$ cat config.mk
export PLATFORM = sky130hd
export DESIGN_NAME = mem_stage
export DESIGN_NICKNAME = d
export VERILOG_FILES = /design/src/rtl/mem_stage.sv
export SDC_FILE = /design/constraint.sdc
export NUM_CORES = 1
export LEC_CHECK = 0
export ABC_AREA = 1
export BUFFER_PORTS_ARGS = -buffer_cell sky130_fd_sc_hd__buf_4
export CELL_PAD_IN_SITES_DETAIL_PLACEMENT = 1
export CELL_PAD_IN_SITES_GLOBAL_PLACEMENT = 1
export CORE_AREA = 2 2 185 187
export DETAILED_ROUTE_END_ITERATION = 10
export DIE_AREA = 0 0 187 189
export GPL_TIMING_DRIVEN = 0
export PLACE_DENSITY = 0.7
export SLEW_MARGIN = 20
export SYNTH_ARGS = -nofsm -noshare
export SYNTH_HDL_FRONTEND = slang
export SYNTH_SLANG_ARGS = --single-unit
$ cat constraint.sdc
create_clock -name clk -period 2.08 [get_ports clk]
set_input_delay 0.104 -clock clk [delete_from_list [all_inputs] [get_ports clk]]
set_output_delay 0.104 -clock clk [all_outputs]
set_load 0.01 [all_outputs]
$ cat src/rtl/mem_stage.sv
// Memory-access pipeline stage: collects the load response, extracts and extends load data, and forwards to WS.
// Latency: zero added cycles. A non-memory op leaves the cycle after entry; a memory op leaves in the cycle its response is accepted.
// Backpressure: ms_allowin falls while a memory op waits for data_ok or WS stalls. Early responses are parked in a one-entry buffer.
//
// Ports:
//   clk, reset           - single clock, synchronous active-high reset
//   es_* / es_to_ms_valid / ms_allowin - upstream payload and valid/allowin handshake
//   data_sram_*          - in-order response channel (at most 2 requests outstanding)
//   ws_allowin, wb_flush - downstream acceptance and pipeline flush
//   ms_* / ms2ws_*       - payload to WS; ms_fwd_* / ms_load_stall drive the bypass network
//   ms_ex_pending        - MS holds an exception or ertn, so ES must not issue memory requests
//
// ex_zip layout (87 bits): {csr_we, csr_num[13:0], csr_wmask[31:0], csr_wvalue[31:0], ertn, ex[6:0]}.
// Bits [6:0] are exception flags (bit 0 = syscall), bit 7 is ertn, and the rest is CSR payload.
module mem_stage (
    input  logic        clk,
    input  logic        reset,
    output logic        ms_allowin,
    input  logic        es_to_ms_valid,
    input  logic [31:0] es_pc,
    input  logic [31:0] es_result,
    input  logic [4:0]  es_rf_waddr,
    input  logic        es_rf_we,
    input  logic        es_mem_req,
    input  logic [4:0]  es_load_op,
    input  logic        es_csr_re,
    input  logic [86:0] es_ex_zip,
    input  logic [9:0]  es_tlb_zip,
    input  logic [7:0]  es_tlb_exc,
    input  logic        data_sram_data_ok,
    input  logic [31:0] data_sram_rdata,
    input  logic        ws_allowin,
    input  logic        wb_flush,
    output logic        ms_to_ws_valid,
    output logic [31:0] ms_pc,
    output logic [31:0] ms_rf_wdata,
    output logic [4:0]  ms_rf_waddr,
    output logic        ms_rf_we,
    output logic [31:0] ms_result,
    output logic        ms_csr_re,
    output logic [86:0] ms_ex_zip,
    output logic [9:0]  ms2ws_tlb_zip,
    output logic [7:0]  ms2ws_tlb_exc,
    output logic        ms_fwd_we,
    output logic [4:0]  ms_fwd_waddr,
    output logic [31:0] ms_fwd_wdata,
    output logic        ms_load_stall,
    output logic        ms_ex_pending
);

    localparam int EX_W     = 7;
    localparam int ERTN_BIT = 7;

    // load_op one-hot positions
    localparam int LD_B  = 0;
    localparam int LD_BU = 1;
    localparam int LD_H  = 2;
    localparam int LD_HU = 3;
    localparam int LD_W  = 4;

    logic        ms_valid;
    logic [31:0] ms_pc_r;
    logic [31:0] ms_result_r;
    logic [4:0]  ms_rf_waddr_r;
    logic        ms_rf_we_r;
    logic        ms_mem_req_r;
    logic [4:0]  ms_load_op_r;
    logic        ms_csr_re_r;
    logic [86:0] ms_ex_zip_r;
    logic [9:0]  ms_tlb_zip_r;
    logic [7:0]  ms_tlb_exc_r;

    logic        buf_valid;
    logic [31:0] buf_data;
    logic [1:0]  discard_cnt;

    logic        data_ok_hit;
    logic        ms_ready_go;
    logic        es_fire;
    logic        ms_leave;
    logic        ex_flag;
    logic        tlb_flag;
    logic        disc_inc;
    logic        disc_dec;
    logic [31:0] load_src;
    logic [1:0]  load_off;
    logic [7:0]  load_byte;
    logic [15:0] load_half;
    logic [31:0] load_data;

    // A response while discard_cnt is nonzero belongs to a flushed instruction.
    assign data_ok_hit    = data_sram_data_ok & (discard_cnt == 2'd0);
    assign ms_ready_go    = !ms_mem_req_r | data_ok_hit | buf_valid;
    assign ms_allowin     = !ms_valid | (ms_ready_go & ws_allowin);
    assign ms_to_ws_valid = ms_valid & ms_ready_go;
    assign es_fire        = es_to_ms_valid & ms_allowin;
    assign ms_leave       = ms_to_ws_valid & ws_allowin;

    assign ex_flag  = |ms_ex_zip_r[EX_W-1:0];
    assign tlb_flag = |ms_tlb_exc_r;

    // An in-flight request that gets flushed leaves one response to discard.
    // If data arrives in the flush cycle, it is already accounted for.
    assign disc_inc = wb_flush & ms_valid & ms_mem_req_r & !buf_valid & !data_ok_hit;
    assign disc_dec = data_sram_data_ok & (discard_cnt != 2'd0);

    always_ff @(posedge clk) begin
        if (reset) begin
            ms_valid <= 1'b0;
        end else if (wb_flush) begin
            ms_valid <= 1'b0;
        end else if (ms_allowin) begin
            ms_valid <= es_to_ms_valid;
        end
    end

    always_ff @(posedge clk) begin
        if (reset) begin
            ms_pc_r       <= 32'b0;
            ms_result_r   <= 32'b0;
            ms_rf_waddr_r <= 5'b0;
            ms_rf_we_r    <= 1'b0;
            ms_mem_req_r  <= 1'b0;
            ms_load_op_r  <= 5'b0;
            ms_csr_re_r   <= 1'b0;
            ms_ex_zip_r   <= 87'b0;
            ms_tlb_zip_r  <= 10'b0;
            ms_tlb_exc_r  <= 8'b0;
        end else if (es_fire) begin
            ms_pc_r       <= es_pc;
            ms_result_r   <= es_result;
            ms_rf_waddr_r <= es_rf_waddr;
            ms_rf_we_r    <= es_rf_we;
            ms_mem_req_r  <= es_mem_req;
            ms_load_op_r  <= es_load_op;
            ms_csr_re_r   <= es_csr_re;
            ms_ex_zip_r   <= es_ex_zip;
            ms_tlb_zip_r  <= es_tlb_zip;
            ms_tlb_exc_r  <= es_tlb_exc;
        end
    end

    // Park a response that arrives while WS is stalled.
    // The SRAM does not hold rdata after data_ok.
    always_ff @(posedge clk) begin
        if (reset) begin
            buf_valid <= 1'b0;
            buf_data  <= 32'b0;
        end else if (wb_flush | ms_leave) begin
            buf_valid <= 1'b0;
        end else if (data_ok_hit & ms_valid & ms_mem_req_r & !ws_allowin & !buf_valid) begin
            buf_valid <= 1'b1;
            buf_data  <= data_sram_rdata;
        end
    end

    always_ff @(posedge clk) begin
        if (reset) begin
            discard_cnt <= 2'd0;
        end else if (disc_inc & !disc_dec) begin
            if (discard_cnt != 2'd2) begin
                discard_cnt <= discard_cnt + 2'd1;
            end
        end else if (disc_dec & !disc_inc) begin
            discard_cnt <= discard_cnt - 2'd1;
        end
    end

    assign load_src  = buf_valid ? buf_data : data_sram_rdata;
    assign load_off  = ms_result_r[1:0];
    assign load_half = load_off[1] ? load_src[31:16] : load_src[15:0];

    always_comb begin
        load_byte = load_src[7:0];
        case (load_off)
            2'd0: load_byte = load_src[7:0];
            2'd1: load_byte = load_src[15:8];
            2'd2: load_byte = load_src[23:16];
            2'd3: load_byte = load_src[31:24];
        endcase
    end

    always_comb begin
        load_data = 32'b0;
        if (ms_load_op_r[LD_W]) begin
            load_data = load_src;
        end else if (ms_load_op_r[LD_HU]) begin
            load_data = {16'b0, load_half};
        end else if (ms_load_op_r[LD_H]) begin
            load_data = {{16{load_half[15]}}, load_half};
        end else if (ms_load_op_r[LD_BU]) begin
            load_data = {24'b0, load_byte};
        end else if (ms_load_op_r[LD_B]) begin
            load_data = {{24{load_byte[7]}}, load_byte};
        end
    end

    assign ms_pc         = ms_pc_r;
    assign ms_result     = ms_result_r;
    assign ms_rf_waddr   = ms_rf_waddr_r;
    assign ms_csr_re     = ms_csr_re_r;
    assign ms_ex_zip     = ms_ex_zip_r;
    assign ms2ws_tlb_zip = ms_tlb_zip_r;
    assign ms2ws_tlb_exc = ms_tlb_exc_r;
    assign ms_rf_wdata   = (|ms_load_op_r) ? load_data : ms_result_r;
    assign ms_rf_we      = ms_rf_we_r & ms_valid & !ex_flag & !tlb_flag;

    assign ms_fwd_we     = ms_rf_we;
    assign ms_fwd_waddr  = ms_rf_waddr;
    assign ms_fwd_wdata  = ms_rf_wdata;

    assign ms_load_stall = ms_valid & (|ms_load_op_r) & !ms_ready_go;
    assign ms_ex_pending = ms_valid & (ex_flag | ms_ex_zip_r[ERTN_BIT] | tlb_flag);

endmodule

==> impl_results.rst, run 1 <==
.. list-table::
   :header-rows: 1

   * - Metric
     - Value
   * - Result of the run
     - complete, but fails checks
   * - Violations in the final reports
     - setup timing
   * - Initial drt markers
     - 409
   * - Rows
     - 67
   * - Max Clock Skew
     - roughly 0.014 ns
   * - Area of the core
     - 33280 um^2
   * - Detail-routed via count per cell
     - between 4 and 5
   * - Worst setup path category
     - reg -> out
   * - Final #Nets
     - about 2200
   * - Count of placed standard cells including taps
     - 2198
   * - Worst path required time
     - 1.98 ns
   * - Yosys cell types
     - 31
   * - Mean instance size in the synthesized netlist
     - between 7 and 8 um^2
   * - Chain of cells forming the critical path
     - buf_8 > buf_6 > nand2_1 > o21ai_4 > nand2_2 > nand3_2 > o211ai_1 > buf_4 > buf_4 > buf_4
   * - Post-synthesis cell count
     - about 1300
   * - Fraction of post-synthesis cell area in the top cell type by area
     - between 40% and 50%
   * - Final period utilization
     - 112.5%
   * - Maximum net fanout on the critical path
     - 10
   * - Minimum clock period after layout
     - between 2 and 2.5 ns
   * - Routed length per placed instance
     - approximately 20 um
   * - Maximum number of pins on one net before global-route repair
     - 13
   * - Net count of the mapped netlist
     - 1501
   * - Number of H-tree levels
     - 1
   * - Number of global-route vias before repair
     - about 13000
   * - Count of buffer and inverter cells on the critical path
     - 5
   * - Share of synthesized area occupied by flip-flops and latches
     - a little under half
   * - Final hold violation count
     - 0
   * - Number of remaining DRC errors
     - 0
   * - CTS tree
     - built
   * - First-pass GRT wire length
     - ~74000 um
   * - Number of warning messages in the yosys log
     - 0
   * - Number of max-cap violations
     - 0
   * - Vertical extent of the die
     - ~190 um
   * - Post-Route Setup TNS
     - -7.259 ns
   * - Global-route usage over all layers
     - between 20% and 30%
   * - Area overhead of the layout relative to synthesis
     - 87.46%
   * - Antenna violations before repair
     - 6
   * - Crit path arrival time
     - around 2.2 ns
   * - Placer's final routability congestion estimate
     - between 0.8 and 0.9
   * - Reg2Reg Setup Slack
     - roughly 0.14 ns
   * - Final Routed Wirelength
     - roughly 50000 um
   * - Post-layout power
     - approximately 13000 uW
   * - Kind of end point of the critical path
     - output port
   * - Cell type contributing the most total cell area after synthesis
     - sky130_fd_sc_hd__dfxtp_1
   * - Final non-filler cell total
     - between 2000 and 2500
   * - Die outline area
     - 35340 um^2
   * - Initial core utilization
     - about 28%
   * - Max-slew headroom at the worst pin
     - about three fifths
   * - Layout Cell Area excl Fill
     - 17550 um^2
   * - Critical path launch point type
     - register
   * - Detailed-route via count
     - ~12000
   * - Estimated wirelength of the detail-placed design
     - about 34000 um
   * - Slew Limit Fails
     - 0
   * - Top area cells in the synthesized netlist
     - sky130_fd_sc_hd__dfxtp_1, sky130_fd_sc_hd__o21ai_0, sky130_fd_sc_hd__a21oi_1
   * - Cell Area, Synth
     - between 9000 and 10000 um^2
   * - Max Fclk
     - 427.5 MHz
   * - Ports placed on the boundary
     - 470
   * - CTS Buffer Depth
     - 3
   * - Transition time at the pin with the least slew margin
     - 0.5733 ns
   * - Worst skew pair latency
     - around 0.54 ns
   * - Overflow left after global routing
     - 0
   * - Layout cells sized above 1
     - roughly 37%
   * - Delay of the slowest cell on the worst path
     - about 0.42 ns
   * - Count of state elements after synthesis
     - around 220
   * - Root Buffer Master
     - sky130_fd_sc_hd__clkbuf_16
   * - Master of the slowest instance on the critical path
     - sky130_fd_sc_hd__dfxtp_4
   * - Unrepaired setup endpoints after global routing
     - true
   * - Total of buffers placed on input and output ports
     - 469
   * - Final core utilization
     - 52.74%
   * - Clock Sink Count
     - between 200 and 250
   * - Most Frequent Cell on Critical Path
     - sky130_fd_sc_hd__buf_4
   * - Top cell family by delay on the critical path
     - buffers and inverters
   * - Die Width
     - roughly 190 um
   * - Total power divided by cell area
     - around 730 nW/um^2
   * - TritonCTS Buffers
     - 26
   * - Post-route setup slack
     - -0.2590 ns
   * - Clock edge transition at the registers on the reported setup and hold paths
     - about 0.06 ns
   * - Number of iterations in the first detailed-routing pass
     - 5
   * - Post-DP Area
     - 13440 um^2
   * - Maximum vdd ir drop
     - slightly above 500 uV
   * - Antenna-violating nets left
     - 0
   * - Static Leakage
     - 0.008065 uW
   * - Class of the most critical hold timing path
     - in -> reg
   * - Final setup fails
     - between 60 and 70
## power breakdown
group          total, uW  internal (uW)  switching, uW
clock network       4660           2810           1850
logic               3560           1820           1740
registers           4680           4470            208
## flip-flops by register name, indices dropped and copies added, names as in the netlist
register	flops
ms_pc	32
ms_ex_zip	87
ms_load_op_r	5
ms_csr_re	1
ms2ws_tlb_zip	10
buf_valid	1
buf_data	32
ms_mem_req_r	1
ms2ws_tlb_exc	8
ms_rf_we_r	1
ms_fwd_waddr	5
discard_cnt	2
ms_valid	1
ms_result	32
## final cells by class
type | count | area (um^2)
tap | 448 | 560.5
sequential | 218 | 4374
antenna | 5 | 12.51
inverter | 238 | 909.6
buffer | 123 | 824.5
multi-input combinational | 701 | 3964
fill | 3979 | 15730
clock buffer | 39 | 780.7
clock inverter | 5 | 75.07
timing repair buffer | 715 | 6051
## path summary, 6_finish.rpt
| path | startpoint | end | cells past startpoint |
|---|---|---|---|
| setup / recovery | buf_valid | ms_rf_wdata[3] | 10 |
| hold / removal | data_sram_data_ok | discard_cnt[1] | 4 |
| setup reg to reg | buf_valid | ms_ex_zip[49] | 8 |
| hold reg to reg | ms_ex_zip[74] | ms_ex_zip[74] | 2 |
## per-stage QoR
step                      setup slack, ns  hold slack, ns
final                             -0.2590         0.03850
after global routing              -0.3097         0.03805
after CTS                         -0.2199         0.01128
after detailed placement          -0.1826          0.3046
after global placement            -0.1477          0.2984
after floorplan                    0.4201          0.2014
## routing by layer
metal  wire (um)  track usage, %  up-vias
li1            -               -     5611
met1       18670           29.06     5647
met2       25520           49.57      448
met3        3107           5.802      112
met4        2220           12.67        2
met5          11               0        -
## cells by family (layout without fill, tap and decap cells)
group	after synthesis	after routing	synth area share, %
AOI/OAI and AO/OA	509	509	27.94
buffers and inverters	362	1120	16.74
other	0	5	0
and+or+nand+nor	192	192	8.700
DFF	218	218	46.61
## worst reg2reg max path, stage by stage (launching register included)
cell,delay [ns]
sky130_fd_sc_hd__dfxtp_4,0.39
sky130_fd_sc_hd__buf_4,0.15
sky130_fd_sc_hd__nor2_1,0.14
sky130_fd_sc_hd__nand3_1,0.15
sky130_fd_sc_hd__nand3_2,0.13
sky130_fd_sc_hd__clkbuf_4,0.26
sky130_fd_sc_hd__buf_2,0.26
sky130_fd_sc_hd__o21ai_0,0.17
sky130_fd_sc_hd__a21oi_1,0.22
## cells in the final DEF, fill, tap and decap left out, drive strengths merged, types with 3 or more instances in the layout
master and count:
nor2 35, inv 237, nor3 4, buf 580, a22oi 15, nand3 23, nand2 121, o211ai 7
nand4 7, clkinv 3, dfxtp 218, clkbuf 80, a21oi 234, diode 5, o21ai 247, dlygate4sd3 217
## synth_stat cells
cell type / number
sky130_fd_sc_hd__a211oi_1: 1
sky130_fd_sc_hd__a21boi_1: 1
sky130_fd_sc_hd__a21oi_1: 234
sky130_fd_sc_hd__a22oi_1: 15
sky130_fd_sc_hd__a31oi_1: 2
sky130_fd_sc_hd__and2_1: 1
sky130_fd_sc_hd__buf_1: 1
sky130_fd_sc_hd__buf_2: 44
sky130_fd_sc_hd__buf_4: 39
sky130_fd_sc_hd__buf_6: 1
sky130_fd_sc_hd__clkbuf_1: 39
sky130_fd_sc_hd__clkinv_1: 1
sky130_fd_sc_hd__dfxtp_1: 218
sky130_fd_sc_hd__inv_1: 233
sky130_fd_sc_hd__inv_2: 4
sky130_fd_sc_hd__nand2_1: 119
sky130_fd_sc_hd__nand2_2: 1
sky130_fd_sc_hd__nand2_4: 1
sky130_fd_sc_hd__nand3_1: 20
sky130_fd_sc_hd__nand3_2: 3
sky130_fd_sc_hd__nand4_1: 7
sky130_fd_sc_hd__nor2_1: 34
sky130_fd_sc_hd__nor2_4: 1
sky130_fd_sc_hd__nor3_1: 3
sky130_fd_sc_hd__nor3_2: 1
sky130_fd_sc_hd__nor4_1: 1
sky130_fd_sc_hd__o2111ai_1: 1
sky130_fd_sc_hd__o211ai_1: 7
sky130_fd_sc_hd__o21ai_0: 244
sky130_fd_sc_hd__o21ai_1: 3
sky130_fd_sc_hd__o21bai_1: 1
## repair_timing
| action | in CTS | in global routing |
|---|---|---|
| gates cloned | 2 | 0 |
| gates resized for setup | 158 | 116 |
| setup endpoints to repair | 186 | 82 |
| hold buffers | 216 | 1 |
| setup buffers | 18 | 12 |
| pin swaps | 18 | 23 |
| endpoints found under the hold margin | 215 | 1 |
No activity file was read; power rests on OpenSTA's default activity.
==> run 2, diff against run 1 <==
ABC_AREA = not set   (was 1)
CORE_AREA = 2 2 184 186   (was 2 2 185 187)
DIE_AREA = 0 0 186 188   (was 0 0 187 189)
HOLD_SLACK_MARGIN = 0.08   (was not set)
PLACE_DENSITY = 0.69   (was 0.7)
clock period = 2.4 ns   (was 2.08 ns; I/O delays follow)
==> run 2 against run 1 <==
  * The run still ends with setup timing left
  * Sequential cell count unchanged
  * Combinational power decreased by 29%
  * Clock skew up 0.0030 ns
  * Final cell count is 5.2% lower
  * Count of clock-buffer cells in the layout rose by 1
  * Utilization decreased by 0.87 points
  * Clock power shrank 18%
  * First-iteration DRC count increased by 32%
  * Die area is 1.1% lower
  * Worst setup slack worse by 0.033 ns
  * Wire length decreased by 0.11%
  * Critical endpoint is now ms_rf_wdata[15]
  * Largest cell class unchanged
==> impl_results.rst, run 2 <==
.. list-table::
   :header-rows: 1

   * - Metric
     - Value
   * - Result of the run
     - complete, but fails checks
   * - Violations in the final reports
     - setup timing
   * - Delay of the slowest cell on the worst path
     - ~0.37 ns
   * - Number of cell instances on the worst register-to-register path
     - 8
   * - Most Frequent Cell on Critical Path
     - sky130_fd_sc_hd__buf_6
   * - Detailed-route via count
     - between 10000 and 15000
   * - Die Width
     - approximately 190 um
   * - Die outline area
     - between 30000 and 40000 um^2
   * - Fraction of post-synthesis cell area in the top cell type by area
     - about 47%
   * - Chain of cells forming the critical path
     - buf_8 > mux2_4 > mux2i_4 > buf_6 > o31a_1 > buf_12 > o211ai_1 > buf_4 > buf_6
   * - Number of remaining DRC errors
     - 0
   * - Crit path arrival time
     - between 2 and 3 ns
   * - Total power divided by cell area
     - approximately 600 nW/um^2
   * - Total number of cells along the worst setup path
     - 9
   * - Most used routing layer in global routing
     - met2
   * - Ports placed on the boundary
     - 470
   * - Post-DP Area
     - approximately 13000 um^2
   * - Number of flops mapped to enable cells by yosys
     - 0
   * - Clock Sink Count
     - about 220
   * - Largest family of logic cells by synthesized area
     - simple AND/OR/NAND/NOR gates
   * - Final #Nets
     - 2110
   * - Post-synthesis cell count
     - about 1100
   * - Master of the slowest instance on the critical path
     - sky130_fd_sc_hd__dfxtp_4
   * - Top area cells in the synthesized netlist
     - sky130_fd_sc_hd__dfxtp_1, sky130_fd_sc_hd__nand2_1, sky130_fd_sc_hd__a21oi_1
   * - Worst skew pair latency
     - roughly 0.55 ns
   * - Clock edge transition at the registers on the reported setup and hold paths
     - ~0.06 ns
   * - Met2 track utilization from global routing
     - about half
   * - Most repeated cell in the gate-level netlist after synthesis
     - sky130_fd_sc_hd__nand2_1
   * - Multiplexer share of the synthesized area
     - under 10%
   * - Post-route setup slack
     - -0.2915 ns
   * - Layout Cell Area excl Fill
     - 17170 um^2
   * - Overflow left after global routing
     - 0
   * - Routed length per placed instance
     - approximately 21 um
   * - Estimated wirelength of the detail-placed design
     - 33340 um
   * - Met3 layer usage reported by global route
     - between 5 and 6%
   * - Top cell family by delay on the critical path
     - buffers and inverters
   * - Maximum vdd ir drop
     - roughly 460 uV
   * - Worst setup path category
     - reg -> out
   * - Total of buffers placed on input and output ports
     - about 470
   * - Hold path cells
     - 2
   * - Placer's final routability congestion estimate
     - slightly above 0.8
   * - FILL cells
     - around 3800
   * - Share of synthesized area occupied by flip-flops and latches
     - a little under half
   * - Final hold violation count
     - 0
   * - Final setup fails
     - 59
   * - Synth Area in Compound Gates
     - between 10% and 20%
   * - Slew Limit Fails
     - 0
   * - Area share of fa/ha/maj cells after synthesis
     - 0%
   * - Initial core utilization
     - 28.09%
   * - Leading cell types by count after synthesis
     - sky130_fd_sc_hd__nand2_1, sky130_fd_sc_hd__dfxtp_1, sky130_fd_sc_hd__a21oi_1, sky130_fd_sc_hd__clkbuf_1
   * - Maximum number of pins on one net before global-route repair
     - 14
   * - Max Fclk
     - 371.5 MHz
   * - CTS tree
     - built
   * - Transition time at the pin with the least slew margin
     - slightly below 0.9 ns
   * - Detail-routed via count per cell
     - just under 5
   * - Post-Route Setup TNS
     - -10.58 ns
   * - Antenna violations before repair
     - 7
   * - First-pass GRT wire length
     - about 73000 um
   * - Max-slew headroom at the worst pin
     - 40.64%
   * - Unrepaired setup endpoints after global routing
     - true
   * - Minimum clock period after layout
     - ~2.7 ns
   * - Share of synthesized flip-flops with an asynchronous set or reset
     - 0%
   * - Final Routed Wirelength
     - just under 50000 um
   * - Global-route usage over all layers
     - between 20% and 30%
   * - Kind of end point of the critical path
     - output port
   * - Net count of the mapped netlist
     - approximately 1400
   * - Final period utilization
     - 112.1%
   * - Count of state elements after synthesis
     - approximately 220
   * - Cell Area, Synth
     - 9300 um^2
   * - Worst path required time
     - 2.28 ns
   * - Commonest non-fill, non-tap cell in the layout
     - sky130_fd_sc_hd__buf_4
   * - Number of global-route vias before repair
     - between 10000 and 15000
   * - Number of iterations in the first detailed-routing pass
     - 5
   * - Antenna-violating nets left
     - 0
   * - Number of H-tree levels
     - 1
   * - Layout cells sized above 1
     - roughly two fifths
   * - Met1 usage in global routing
     - roughly 30%
   * - Vertical extent of the die
     - approximately 190 um
   * - Cell type contributing the most total cell area after synthesis
     - sky130_fd_sc_hd__dfxtp_1
   * - Xor and xnor area share after synthesis
     - less than 1%
   * - Yosys cell types
     - 53
   * - Area of the core
     - ~33000 um^2
   * - Number of warning messages in the yosys log
     - 0
   * - Mean instance size in the synthesized netlist
     - between 8 and 9 um^2
   * - Area overhead of the layout relative to synthesis
     - 84.66%
   * - Leading cell types in the layout, fill and taps excluded
     - sky130_fd_sc_hd__buf_4, sky130_fd_sc_hd__nand2_1, sky130_fd_sc_hd__dlygate4sd3_1
   * - CTS Buffer Depth
     - 3
   * - Initial drt markers
     - between 500 and 600
   * - Area fraction in and, or, nand and nor cells after synthesis
     - about a fifth
   * - Number of max-cap violations
     - 0
   * - TritonCTS Buffers
     - 26
   * - Class of the most critical hold timing path
     - in -> reg
   * - Max Clock Skew
     - ~0.017 ns
   * - Rows
     - 67
   * - Critical path launch point type
     - register
   * - Static Leakage
     - about 0.0076 uW
   * - Count of buffer and inverter cells on the critical path
     - 5
   * - Maximum net fanout on the critical path
     - 8
   * - Flip-flop count of the largest register, all copies and words added
     - 87
   * - Root Buffer Master
     - sky130_fd_sc_hd__clkbuf_16
   * - Most used flip-flop cell after synthesis
     - sky130_fd_sc_hd__dfxtp_1
[run 2: routing by layer]
metal | wire [um] | vias up
met3 | 3033 | 135
met2 | 25190 | 440
met4 | 2089 | 0
li1 | - | 5302
met5 | 0 | -
met1 | 19170 | 5529
[run 2: path summary, 6_finish.rpt]
check,start,to,slack (ns)
min,reset,ms_ex_zip[85],0.13
max reg2reg,buf_valid,ms_valid,0.22
min reg2reg,ms_ex_zip[85],ms_ex_zip[85],0.46
max,buf_valid,ms_rf_wdata[15],-0.29
[run 2: final cells by class]
cell class,instances,area (um^2),share of cell area [%]
Antenna cell,7,17.52,0.1020
Timing Repair Buffer,714,6128,35.68
Sequential cell,218,4372,25.46
Clock inverter,6,41.29,0.2404
Tap cell,448,560.5,3.264
Buffer,122,764.5,4.451
Inverter,8,30.03,0.1749
Multi-Input combinational cell,800,4497,26.18
Clock buffer,40,763.2,4.444
[run 2: worst reg2reg max path: cells and delay by family, from the launching register on]
kind,cells,cell delay [ns]
AO/OA/AOI/OAI,2,0.39
buffers and inverters,5,1.17
flip-flops,1,0.36
AND/OR/NAND/NOR,1,0.22
[run 2: cell families (layout without fill, tap and decap cells)]
logic type,after synthesis,in the layout
compound gates,284,284
mux,41,41
other cells,0,7
xor+xnor,1,1
simple gates,474,474
buf+inv,131,890
flops,218,218
[run 2: report_power, final]
| group | internal (uW) | switching, uW | total [uW] |
|---|---|---|---|
| Combinational | 1350 | 1180 | 2530 |
| Clock | 2180 | 1630 | 3810 |
| Sequential | 3800 | 152 | 3950 |
[run 2: through the flow]
stage | std cells | total power, uW | setup WS [ns] | util [%] | hold WS (ns)
after floorplan | 1149 | 4857 | 0.3911 | - | 0.1928
after global placement | 2065 | 5946 | -0.1648 | 40.39 | 0.3414
after detailed placement | 2065 | 5982 | -0.1620 | 40.39 | 0.3496
after CTS | 2348 | 10220 | -0.2667 | 50.95 | 0.1412
after global routing | 2363 | 10680 | -0.3595 | 51.86 | 0.1623
final | 2363 | 10300 | -0.2915 | 51.86 | 0.1300
[run 2: what timing repair did]
| item | 4_1_cts | 5_1_grt |
|---|---|---|
| gates cloned | 2 | 0 |
| pin swaps | 12 | 14 |
| setup endpoints to repair | 66 | 67 |
| resized for setup | 79 | 56 |
| setup buffers | 19 | 9 |
| endpoints found under the hold margin | 218 | 0 |
| hold buffers | 218 | 0 |
==> run 3, diff against run 2 <==
ABC_AREA = 1   (was not set)
CORE_AREA = 2 2 183 185   (was 2 2 184 186)
DIE_AREA = 0 0 185 187   (was 0 0 186 188)
PLACE_DENSITY = 0.72   (was 0.69)
==> run 3 against run 2 <==
  * The flow now finishes without violations
  * Worst setup slack improved by 0.34 ns
  * Count of clock-buffer cells in the layout fell by 4
  * Global-route usage is 0.48 points higher
  * Critical path depth rose by 1
  * First-iteration DRC count fell by 11%
  * Final cell count up 4.9%
  * Critical endpoint is now ms_rf_wdata[3]
  * Largest power group is now clock
==> impl_results.rst, run 3 (synthesis results as in run 1) <==
.. list-table::
   :header-rows: 1

   * - Metric
     - Value
   * - Result of the run
     - complete, no violations
   * - Routed length per placed instance
     - about 20 um
   * - Flip-flop count of the largest register, all copies and words added
     - 87
   * - Vertical extent of the die
     - 187 um
   * - Antenna violations before repair
     - 5
   * - Die outline area
     - ~35000 um^2
   * - CTS tree
     - built
   * - Transition time at the pin with the least slew margin
     - around 0.72 ns
   * - Final #Nets
     - roughly 2200
   * - Final Routed Wirelength
     - just under 50000 um
   * - Master of the slowest instance on the critical path
     - sky130_fd_sc_hd__dfxtp_4
   * - Total number of cells along the worst setup path
     - 10
   * - Commonest non-fill, non-tap cell in the layout
     - sky130_fd_sc_hd__buf_4
   * - Top cell family by delay on the critical path
     - buffers and inverters
   * - Max Clock Skew
     - 0.007181 ns
   * - Maximum vdd ir drop
     - 472.8 uV
   * - Layout cells sized above 1
     - around a third
   * - Destination of the worst register-to-register timing path
     - ms_ex_zip[28]
   * - Maximum net fanout on the critical path
     - 10
   * - Post-DP Area
     - 13440 um^2
   * - Worst setup path category
     - reg -> out
   * - Ports placed on the boundary
     - 470
   * - Share of total power in combinational logic
     - approximately 26%
   * - Final period utilization
     - ~98%
   * - Clk pwr share
     - between 30 and 40%
   * - Kind of end point of the critical path
     - output port
   * - Root Buffer Master
     - sky130_fd_sc_hd__clkbuf_16
   * - Chain of cells forming the critical path
     - buf_8 > buf_4 > nand2_1 > o21ai_4 > nand2_1 > nand3_2 > o211ai_1 > buf_4 > buf_4 > buf_4
   * - Worst skew pair latency
     - between 0.5 and 0.6 ns
   * - Worst path required time
     - approximately 2.3 ns
   * - CTS Buffer Depth
     - 3
   * - Minimum clock period after layout
     - 2.352 ns
   * - Die Width
     - between 150 and 200 um
   * - Unrepaired setup endpoints after global routing
     - true
   * - Total power divided by cell area
     - 653.5 nW/um^2
   * - Number of max-cap violations
     - 0
   * - Last element of the critical path
     - ms_rf_wdata[3]
   * - Final hold violation count
     - 0
   * - Layout Cell Area excl Fill
     - ~17000 um^2
   * - Cell Int Power
     - between 7000 and 8000 uW
   * - Start point of the critical path
     - buf_valid
   * - TritonCTS Buffers
     - 26
   * - Max Fclk
     - between 400 and 500 MHz
   * - Number of iterations in the first detailed-routing pass
     - 5
   * - Maximum number of pins on one net before global-route repair
     - 14
   * - Area overhead of the layout relative to synthesis
     - 80.45%
   * - Reg2Reg Setup Slack
     - ~0.11 ns
   * - Switching Power
     - approximately 3200 uW
   * - Clock edge transition at the registers on the reported setup and hold paths
     - roughly 0.060 ns
   * - Global-route usage over all layers
     - 27.41%
   * - Initial core utilization
     - roughly 28%
   * - First-pass GRT wire length
     - 73190 um
   * - Critical path launch point type
     - register
   * - Max-slew headroom at the worst pin
     - a little over half
   * - Switch share
     - 29.12%
   * - Count of buffer and inverter cells on the critical path
     - 5
   * - Final core utilization
     - between 50% and 60%
   * - Class of the most critical hold timing path
     - in -> reg
   * - Final setup fails
     - 0
   * - Worst Setup Slack post-DPL
     - -0.001152 ns
   * - Total of buffers placed on input and output ports
     - ~470
   * - Antenna-violating nets left
     - 0
   * - Static Leakage
     - approximately 0.008 uW
   * - Leading cell types in the layout, fill and taps excluded
     - sky130_fd_sc_hd__buf_4, sky130_fd_sc_hd__a21oi_1, sky130_fd_sc_hd__inv_1
   * - Estimated wirelength of the detail-placed design
     - roughly 34000 um
   * - Most Frequent Cell on Critical Path
     - sky130_fd_sc_hd__buf_4
   * - Placer's final routability congestion estimate
     - about 0.9
   * - Number of H-tree levels
     - 1
   * - Number of global-route vias before repair
     - 12770
   * - Detail-routed via count per cell
     - 4.734
   * - Delay of the slowest cell on the worst path
     - roughly 0.40 ns
   * - Overflow left after global routing
     - 0
   * - Initial drt markers
     - roughly 480
   * - Rows
     - 67
   * - Relative contribution of sequential cells to total power
     - a little under two fifths
   * - Crit path arrival time
     - about 2.2 ns
   * - Number of remaining DRC errors
     - 0
   * - Clock Sink Count
     - 218
   * - Post-route setup slack
     - 0.04754 ns
   * - Reg2reg start
     - buf_valid
   * - Number of cell instances on the worst register-to-register path
     - 7
   * - Detailed-route via count
     - approximately 12000
   * - Slew Limit Fails
     - 0
   * - Area of the core
     - between 30000 and 40000 um^2
-- run 3: cell types whose count changed in the layout (fill, tap and decap cells not counted), moves of 30 or more --
cell,delta
sky130_fd_sc_hd__nand2_1,-298
sky130_fd_sc_hd__inv_1,+225
sky130_fd_sc_hd__o21ai_0,+220
sky130_fd_sc_hd__buf_6,-50
sky130_fd_sc_hd__a21oi_1,+43
sky130_fd_sc_hd__buf_4,+43
sky130_fd_sc_hd__a21oi_2,-30
-- run 3: stage by stage --
step	TNS (ns)	std cells	power, uW	hold slack (ns)
after global placement	0	2198	6411	0.3178
after floorplan	0	1281	5129	0.2174
after detailed placement	-0.001152	2198	6464	0.3165
final	0	2478	11040	0.1996
after CTS	-0.006526	2461	10990	0.08582
after global routing	-0.2906	2478	11500	0.2126
-- run 3: power groups by stage --
stage | clock, uW | sequential [uW] | combinational [uW]
3_5_place_dp | 0 | 4110 | 2360
2_1_floorplan | 0 | 4190 | 942
4_1_cts | 4260 | 4040 | 2690
5_1_grt | 4410 | 4070 | 3020
3_3_place_gp | 0 | 4100 | 2310
6_report | 4180 | 4050 | 2810
-- run 3: repair_timing --
| item | in CTS | in global routing |
|---|---|---|
| gates cloned | 0 | 1 |
| gates resized for setup | 55 | 41 |
| hold endpoints to repair | 217 | 1 |
| hold buffers | 217 | 1 |
| setup buffers | 4 | 11 |
| endpoints found under the setup margin | 63 | 34 |
| pin swaps | 8 | 10 |
-- run 3: layout make-up --
class / instances / area [um^2]
Antenna cell: 4 / 10.01
Buffer: 123 / 726.9
Clock buffer: 36 / 768.2
Clock inverter: 7 / 125.1
Fill cell: 3988 / 15970
Inverter: 238 / 910.9
Multi-Input combinational cell: 701 / 3596
Sequential cell: 218 / 4370
Tap cell: 448 / 560.5
Timing Repair Buffer: 703 / 5827
-- run 3: tightest hold or removal path: cells and delay by family --
family	cells	cell delay, ns
buf+inv	3	0.36
compound gates	2	0.20
-- run 3: per-layer routing --
layer  routed length, um  global-route usage (%)  vias up  part of all wire (%)
li1                    -                       -     5578                     -
met1               18440                   29.72     5603                    37
met2               25670                   51.28      439                    52
met3                3188                   5.744      110                   6.4
met4                2113                   10.81        2                   4.3
met5                  11                       0        -                 0.022
-- run 3: worst min-delay path by stage --
stage / start / end / depth (start not counted)
6_report: reset / ms_ex_zip[85] / 5
5_1_grt: reset / ms_ex_zip[83] / 5
4_1_cts: es_rf_we / ms_rf_we_r / 3
3_5_place_dp: ws_allowin / buf_valid / 2
3_3_place_gp: ws_allowin / buf_valid / 2
2_1_floorplan: ws_allowin / buf_valid / 1
